### config.mk
export PLATFORM = sky130hd
export DESIGN_NAME = ldst_control_unit
export DESIGN_NICKNAME = d
export VERILOG_FILES = /design/src/rtl/ldst_control_unit.sv
export SDC_FILE = /design/constraint.sdc
export NUM_CORES = 1
export LEC_CHECK = 0
export BUFFER_PORTS_ARGS = -buffer_cell sky130_fd_sc_hd__buf_4
export CAP_MARGIN = 15
export CORE_MARGIN = 5
export CORE_UTILIZATION = 40
export DETAILED_ROUTE_END_ITERATION = 7
export PLACE_DENSITY = 0.69
export SLEW_MARGIN = 15
export SYNTH_ARGS = -nofsm -noshare
export SYNTH_HDL_FRONTEND = slang
export SYNTH_SLANG_ARGS = --single-unit
### constraint.sdc
create_clock -name clock -period 1.74 [get_ports clock]
set_clock_uncertainty 0.05 [all_clocks]
set_input_delay 0.087 -clock clock [delete_from_list [all_inputs] [get_ports clock]]
set_output_delay 0.087 -clock clock [all_outputs]
set_load 0.005 [all_outputs]
### src/rtl/ldst_control_unit.sv
// ldst_control_unit
//   Hardwired Moore sequencer for a simple CPU datapath. It fetches an
//   instruction (F0..F2), decodes the opcode at T3 and then drives the
//   execute steps (T4..T7) for LD, LDI and ST. HALT and any undefined
//   opcode park the machine in HALTED until clear is asserted.
//
// Ports
//   clock      in   system clock, rising-edge
//   clear      in   asynchronous active-low reset
//   run        in   1 permits starting a new instruction
//   ir_opcode  in   opcode field from IR (valid from the cycle after IRin)
//   PCout .. Zlowout  out  datapath control strobes
//   instr_done out  one-cycle pulse in the final step of an instruction
//   halted     out  1 while parked in HALTED
//   illegal    out  1 when HALTED was reached through an undefined opcode
module ldst_control_unit #(
    parameter int            OPW      = 5,
    parameter int            MEM_WAIT = 0,
    parameter logic [OPW-1:0] OP_LD   = OPW'(5'b00000),
    parameter logic [OPW-1:0] OP_LDI  = OPW'(5'b00001),
    parameter logic [OPW-1:0] OP_ST   = OPW'(5'b00010),
    parameter logic [OPW-1:0] OP_HALT = OPW'(5'b11011)
) (
    input  logic           clock,
    input  logic           clear,
    input  logic           run,
    input  logic [OPW-1:0] ir_opcode,
    output logic           PCout,
    output logic           IncPC,
    output logic           MARin,
    output logic           memRead,
    output logic           memWrite,
    output logic           ramEnable,
    output logic           MDRin,
    output logic           MDRout,
    output logic           IRin,
    output logic           Gra,
    output logic           Grb,
    output logic           Rin,
    output logic           Rout,
    output logic           BAout,
    output logic           Yin,
    output logic           Cout,
    output logic           ADD,
    output logic           Zin,
    output logic           Zlowout,
    output logic           instr_done,
    output logic           halted,
    output logic           illegal
);

    localparam int WCW = (MEM_WAIT > 0) ? $clog2(MEM_WAIT + 1) : 1;
    localparam logic [WCW-1:0] WAIT_LOAD = WCW'(MEM_WAIT);

    localparam logic [3:0] S_IDLE   = 4'd0;
    localparam logic [3:0] S_F0     = 4'd1;
    localparam logic [3:0] S_F1     = 4'd2;
    localparam logic [3:0] S_F2     = 4'd3;
    localparam logic [3:0] S_T3     = 4'd4;
    localparam logic [3:0] S_T4     = 4'd5;
    localparam logic [3:0] S_T5     = 4'd6;
    localparam logic [3:0] S_T6     = 4'd7;
    localparam logic [3:0] S_T7     = 4'd8;
    localparam logic [3:0] S_HALTED = 4'd9;

    logic [3:0]     state_q,   state_d;
    logic [WCW-1:0] wcnt_q,    wcnt_d;
    logic [OPW-1:0] op_q,      op_d;
    logic           illegal_q, illegal_d;

    function automatic logic is_ldst(input logic [OPW-1:0] op);
        return (op == OP_LD) || (op == OP_LDI) || (op == OP_ST);
    endfunction

    always_ff @(posedge clock or negedge clear) begin
        if (!clear) begin
            state_q   <= S_IDLE;
            wcnt_q    <= '0;
            op_q      <= '0;
            illegal_q <= 1'b0;
        end else begin
            state_q   <= state_d;
            wcnt_q    <= wcnt_d;
            op_q      <= op_d;
            illegal_q <= illegal_d;
        end
    end

    // Next-state logic. run is looked at only in IDLE and in the final
    // step of an instruction, so dropping it mid-instruction never aborts.
    always_comb begin
        state_d   = state_q;
        wcnt_d    = wcnt_q;
        op_d      = op_q;
        illegal_d = illegal_q;
        case (state_q)
            S_IDLE: if (run) state_d = S_F0;
            S_F0: begin
                state_d = S_F1;
                wcnt_d  = WAIT_LOAD;
            end
            S_F1: begin
                if (wcnt_q == '0) state_d = S_F2;
                else              wcnt_d  = wcnt_q - WCW'(1);
            end
            S_F2: state_d = S_T3;
            S_T3: begin
                // Latch the opcode so later IR changes cannot disturb T4..T7.
                op_d = ir_opcode;
                if (is_ldst(ir_opcode)) begin
                    state_d = S_T4;
                end else begin
                    state_d = S_HALTED;
                    if (ir_opcode != OP_HALT) illegal_d = 1'b1;
                end
            end
            S_T4: state_d = S_T5;
            S_T5: begin
                if (op_q == OP_LDI) begin
                    state_d = run ? S_F0 : S_IDLE;
                end else begin
                    state_d = S_T6;
                    if (op_q == OP_LD) wcnt_d = WAIT_LOAD;
                end
            end
            S_T6: begin
                if (op_q == OP_LD) begin
                    if (wcnt_q == '0) state_d = S_T7;
                    else              wcnt_d  = wcnt_q - WCW'(1);
                end else begin
                    // Store: register read is single-cycle, memory write follows.
                    state_d = S_T7;
                    wcnt_d  = WAIT_LOAD;
                end
            end
            S_T7: begin
                if ((op_q == OP_ST) && (wcnt_q != '0)) wcnt_d  = wcnt_q - WCW'(1);
                else                                   state_d = run ? S_F0 : S_IDLE;
            end
            S_HALTED: state_d = S_HALTED;
            default:  state_d = S_IDLE;
        endcase
    end

    // Strobe decode from the current state (T3 also looks at the opcode
    // field to suppress the address-calculation strobes for HALT/illegal).
    always_comb begin
        PCout = 1'b0; IncPC = 1'b0; MARin = 1'b0; memRead = 1'b0;
        memWrite = 1'b0; ramEnable = 1'b0; MDRin = 1'b0; MDRout = 1'b0;
        IRin = 1'b0; Gra = 1'b0; Grb = 1'b0; Rin = 1'b0; Rout = 1'b0;
        BAout = 1'b0; Yin = 1'b0; Cout = 1'b0; ADD = 1'b0; Zin = 1'b0;
        Zlowout = 1'b0; instr_done = 1'b0; halted = 1'b0;
        case (state_q)
            S_F0: begin PCout = 1'b1; MARin = 1'b1; IncPC = 1'b1; end
            S_F1: begin memRead = 1'b1; ramEnable = 1'b1; MDRin = 1'b1; end
            S_F2: begin MDRout = 1'b1; IRin = 1'b1; end
            S_T3: begin
                if (is_ldst(ir_opcode)) begin
                    Grb = 1'b1; BAout = 1'b1; Yin = 1'b1;
                end
            end
            S_T4: begin Cout = 1'b1; ADD = 1'b1; Zin = 1'b1; end
            S_T5: begin
                Zlowout = 1'b1;
                if (op_q == OP_LDI) begin
                    Gra = 1'b1; Rin = 1'b1; instr_done = 1'b1;
                end else begin
                    MARin = 1'b1;
                end
            end
            S_T6: begin
                MDRin = 1'b1;
                if (op_q == OP_LD) begin
                    memRead = 1'b1; ramEnable = 1'b1;
                end else begin
                    Gra = 1'b1; Rout = 1'b1;
                end
            end
            S_T7: begin
                if (op_q == OP_LD) begin
                    MDRout = 1'b1; Gra = 1'b1; Rin = 1'b1; instr_done = 1'b1;
                end else begin
                    ramEnable  = 1'b1;
                    memWrite   = 1'b1;
                    instr_done = (wcnt_q == '0);
                end
            end
            S_HALTED: halted = 1'b1;
            default: ;
        endcase
    end

    assign illegal = illegal_q;

endmodule

# Word level (Yosys, flattened, before mapping)
# Index checks and enable logic that the tools add are counted.
# totals
memories	0
romBits	0
out_inout_bits	22
latch_bits	0
input_bits	8
ff_bits	11
mem_bits_rw	0
word_cells	76
# classes
bitwise_logic	2
reduce_logical	11
mul	0
n_mux	37
n_div	0
n_lt_le_gt_ge	0
shifts	0
n_eq_ne	21
n_addsub	1
# op_table
operator	count
$pmux 4 s10	1
$mux 4	6
$mux 1	21
$eq 4x3->1 const B	4
$ne 2x2->1 const B	6
$eq 5x1->1 const B	2
$eq 5x2->1 const B	2
$logic_not 5->1	2
$pmux 1 s2	5
$eq 4x2->1 const B	2
$eq 4x4->1 const B	2
$reduce_and 4->1	2
$pmux 1 s3	2
$ne 5x5->1 const B	1
$pmux 1 s5	1
$reduce_bool 5->1	1
$eq 4x1->1 const B	1
$logic_not 4->1	1
$mux 3	1
$ne 3x3->1 const B	1
$reduce_and 3->1	1
$logic_or 1x1->1	2
$not 1->1	2
$reduce_or 2->1	1
other kinds (2)	2

# Longest topological paths before layout
# logic_depth
word_depth	5
ltp_mapped	6

# Worst setup path before layout
# OpenSTA, ideal clock, no wires.
# synth_timing
kind	reg2reg
from	register op_q[1]
to	register state_q[0]
setup_slack_ns	-0.118
required_time_ns	1.562
arrival_time_ns	1.680
path_stages_with_launch	5
cell_sequence	dfrtp_1 or4_4 o31ai_4 a32o_2 mux2_1
# synth_between
elab_chain_len	4
# synth_lines
item	line_no	text
start, declared	68	logic [OPW-1:0] op_q, op_d;
start signal, assigned	84	op_q <= op_d;
$eq 5x2->1	137	if ((op_q == OP_ST) && (wcnt_q != '0)) wcnt_d = wcnt_q - WCW'(1);
$logic_and 1x1->1	137	
$ne 2x2->1 (no line)	n/a	
$reduce_and 4->1 (no line)	n/a	
end signal, assigned	82	state_q <= state_d;
end, declared	66	logic [3:0] state_q, state_d;
# Several ways; a longest one is shown, not always the timed one.
# A chain may end at the register's enable or synchronous reset.

# Worst setup path after layout
# layout_timing
from	register op_q[2]
to	output ramEnable
# layout_between
elab_chain_len	3
# layout_lines
item	line_no	text
$logic_not 5->1 *	173, 180	
$mux 1 (on tied branches)	180, 173	
$pmux 1 s3 *	153	case (state_q)
end, declared	33	output logic ramEnable,
# Mark *: on every way between the ends. The rest lies on a longest branch, timed or not.

==> flow_metrics.tcl <==
set metrics [dict create \
    status "finished, violations left" \
    violations "negative setup slack" \
    grt_max_degree 12 \
    maxCapViolations 0 \
    first_pass_iters 4 \
    die_area_um2 3161 \
    chipWidth_um 56.22 \
    yosys.area.top_type "dfrtp_1" \
    avgViaCountPerCell 5.299 \
    cts.path.max_buffers 2 \
    grt_pass1_vias 891 \
    die_h_um 56.22 \
    synth_top_flop_cell "dfrtp_1" \
    required_ps 1600 \
    ys_types 38 \
    hold_path.class "primary input to flip-flop" \
    path_class "flip-flop to primary output" \
    synth-edff-count 0 \
    final_antenna_net_count 0 \
    grt_pass1_wl_um 4133 \
    ir_worst_vdd_mv 0.8844 \
    vias 922 \
    antenna_found_initial 0 \
    rrSetupSlack_ps -150 \
    cts.sinks 11 \
    hpwlAfterDp_um 1912 \
    hold_viol 0 \
    netlist.area_leader.share_pct 32.21 \
    setup_viol_count_final 10 \
    io_buffer_count 29 \
    hold_path_end "op_q[2]" \
    min_period_over_period_pct 112.1 \
    startpoint_type "flip-flop" \
    r2r-end "state_q[0]" \
    multi_input_area_um2 591.8 \
    post_synth.cell_area_avg_um2 8.810 \
    rsz0062_at_grt "yes" \
    gp_congestion 0.8533 \
    drtIter0Drc 10 \
    nFillCells 193 \
    htreeDepth 1 \
    core_um2 2002 \
    fin_ws_ps -210.0 \
    post-route-cell-area_um2 1381 \
    syn2layout_area_growth_pct 61.64 \
    seq_area_um2 279.0 \
    worstPathMaxFanout 3 \
    synthArstFlopShare_pct 100.0 \
    clkSlewWorstSetupHoldPaths_ps 80 \
    dp_slack_ps -83.20 \
    synth_area_leaders "dfrtp_1 (32%), mux2_2 (6.6%), buf_4 (4.4%), nand2b_1 (4.4%), nor3_1 (4.1%)" \
    grt_overflow_total 0 \
    min_period_ps 1950 \
    wl_per_cell_um 14.89 \
    syn_area_um2 854.6 \
    hp-start "ir_opcode[2]" \
    clock-root-buffer "clkbuf_4" \
    relSlewSlack_pct 73.18 \
    dpl-instance-area_um2 1165 \
    cts_tree "built" \
    insertion_delay_ps 270 \
    drive_above_1_share_pct 58.50 \
    endpoint_kind "primary output" \
    grt_util_all_layers_pct 16.63 \
    max_freq_ghz 0.5128 \
    drv_slew 0 \
    seq_area_frac_synth_pct 32.21 \
    ys_ff_latch 11 \
    p_leak_nw 0.6588 \
    start_util_pct 42.69 \
    numCtsBuffers 3 \
    critPathArrivalTime_ps 1810 \
    hold_depth 2 \
    power_density_nw_per_um2 1577 \
    r2r_start "op_q[2]" \
    io_pins 30 \
    syn_nets 105 \
    tightest_slew_ps 399.2 \
    netlist_instances 97 \
    route.detailed.drc 0 \
    r2r_cells 4 \
    fin_nets 156 \
    ys_warn_count 0 \
    num_antenna_cells 0 \
    routed_wl_um 2591 \
    rows 16 \
]
==> per-layer routing <==
metal	vias to the layer above	track usage (%)	part of all wire, %
met5	-	0	0
met4	0	9.831	1.2
met3	4	2.552	5.8
met2	33	30.88	53
met1	428	17.30	40
li1	457	-	-
==> timing repair <==
item                       4_1_cts  5_1_grt
setup endpoints to repair       16       17
pin swaps                        4        2
hold endpoints to repair        11        0
gates resized for setup         22        3
hold buffers                     1        0
buffers inserted                 4        7
==> layout by cell type (no fill, tap or decap), types with 2 or more instances in the layout <==
cell and n:
nor2_4 2, a21oi_1 3, dfrtp_1 8, nand4_1 2, mux2_2 5, inv_1 3
dfrtp_2 3, nor2b_1 2, nand2_1 4, buf_6 4, nor3_2 2, o2bb2ai_1 2
clkbuf_4 3, mux2i_1 2, o21bai_1 2, and2_4 2, nor3_1 5, nand2b_1 6
and4b_1 2, or3_4 2, o21ai_0 2, nor2_1 5, buf_4 51
==> cell type report <==
class	instances	area share, %
Multi-Input combinational cell	73	42.84
Timing Repair Buffer	56	31.70
Sequential cell	11	20.20
Tap cell	27	2.446
Clock buffer	3	1.630
Inverter	3	0.8152
Clock inverter	1	0.3623
==> registers in the layout, indices dropped and copies added (netlist names) <==
| register | cells |
|---|---|
| illegal | 1 |
| op_q | 5 |
| state_q | 4 |
| wcnt_q | 1 |
==> power by group <==
part	internal, mW	leakage [nW]	switching, mW
combinational	0.847	0.514	0.644
sequential	0.368	0.128	0.142
clock	0.0850	0.0177	0.0910
total	1.30	0.659	0.878
==> metrics by stage <==
step	hold WS [ps]	instances	power [mW]	setup TNS, ps	util (%)
2_1_floorplan	-258.6	97	1.186	-51.40	-
3_3_place_gp	-116.0	158	1.662	-48.45	58.19
3_5_place_dp	-114.9	158	1.692	-83.20	58.19
4_1_cts	9.524	167	2.063	-1493	65.63
5_1_grt	1.262	174	2.344	-2144	69.00
6_report	23.59	174	2.178	-1319	69.00
==> how the worst max path moves through the flow <==
| stage | from | endpoint | slack, ps | cells after the start |
|---|---|---|---|---|
| 2_1_floorplan | op_q[4] | state_q[0] | -50 | 4 |
| 3_3_place_gp | op_q[4] | state_q[0] | -50 | 4 |
| 3_5_place_dp | op_q[4] | state_q[0] | -80 | 4 |
| 4_1_cts | op_q[2] | Gra | -230 | 6 |
| 5_1_grt | op_q[2] | ramEnable | -280 | 5 |
| 6_report | op_q[2] | ramEnable | -210 | 5 |
==> worst max-delay path, cell delays in order, from the launching register on <==
cell	delay (ps)
dfrtp_1	380
or4_4	570
o31ai_4	220
and2_4	190
or2_4	110
buf_6	80
==> cells in the mapped netlist (all sizes together), types with 2 or more instances <==
cell     instances
a21oi            3
a22oi            2
and2             2
and4b            2
buf              7
clkbuf           3
dfrtp           11
inv              3
mux2             6
mux2i            2
nand2            4
nand2b           6
nand4            2
nor2             8
nor2b            2
nor3             7
nor4             2
o21ai            3
o21bai           2
o2bb2ai          3
or2              2
or3              2
==> logic make-up (layout without fill, tap and decap cells) <==
| group | after synthesis | in the layout | share of synthesized area, % |
|---|---|---|---|
| and+or+nand+nor | 41 | 41 | 26.79 |
| AOI/OAI and AO/OA | 23 | 23 | 21.67 |
| buffers and inverters | 13 | 63 | 8.052 |
| DFF | 11 | 11 | 32.21 |
| muxes | 8 | 8 | 10.25 |
| xor gates and xnor gates | 1 | 1 | 1.025 |
Power figures use the tool's default switching activity.
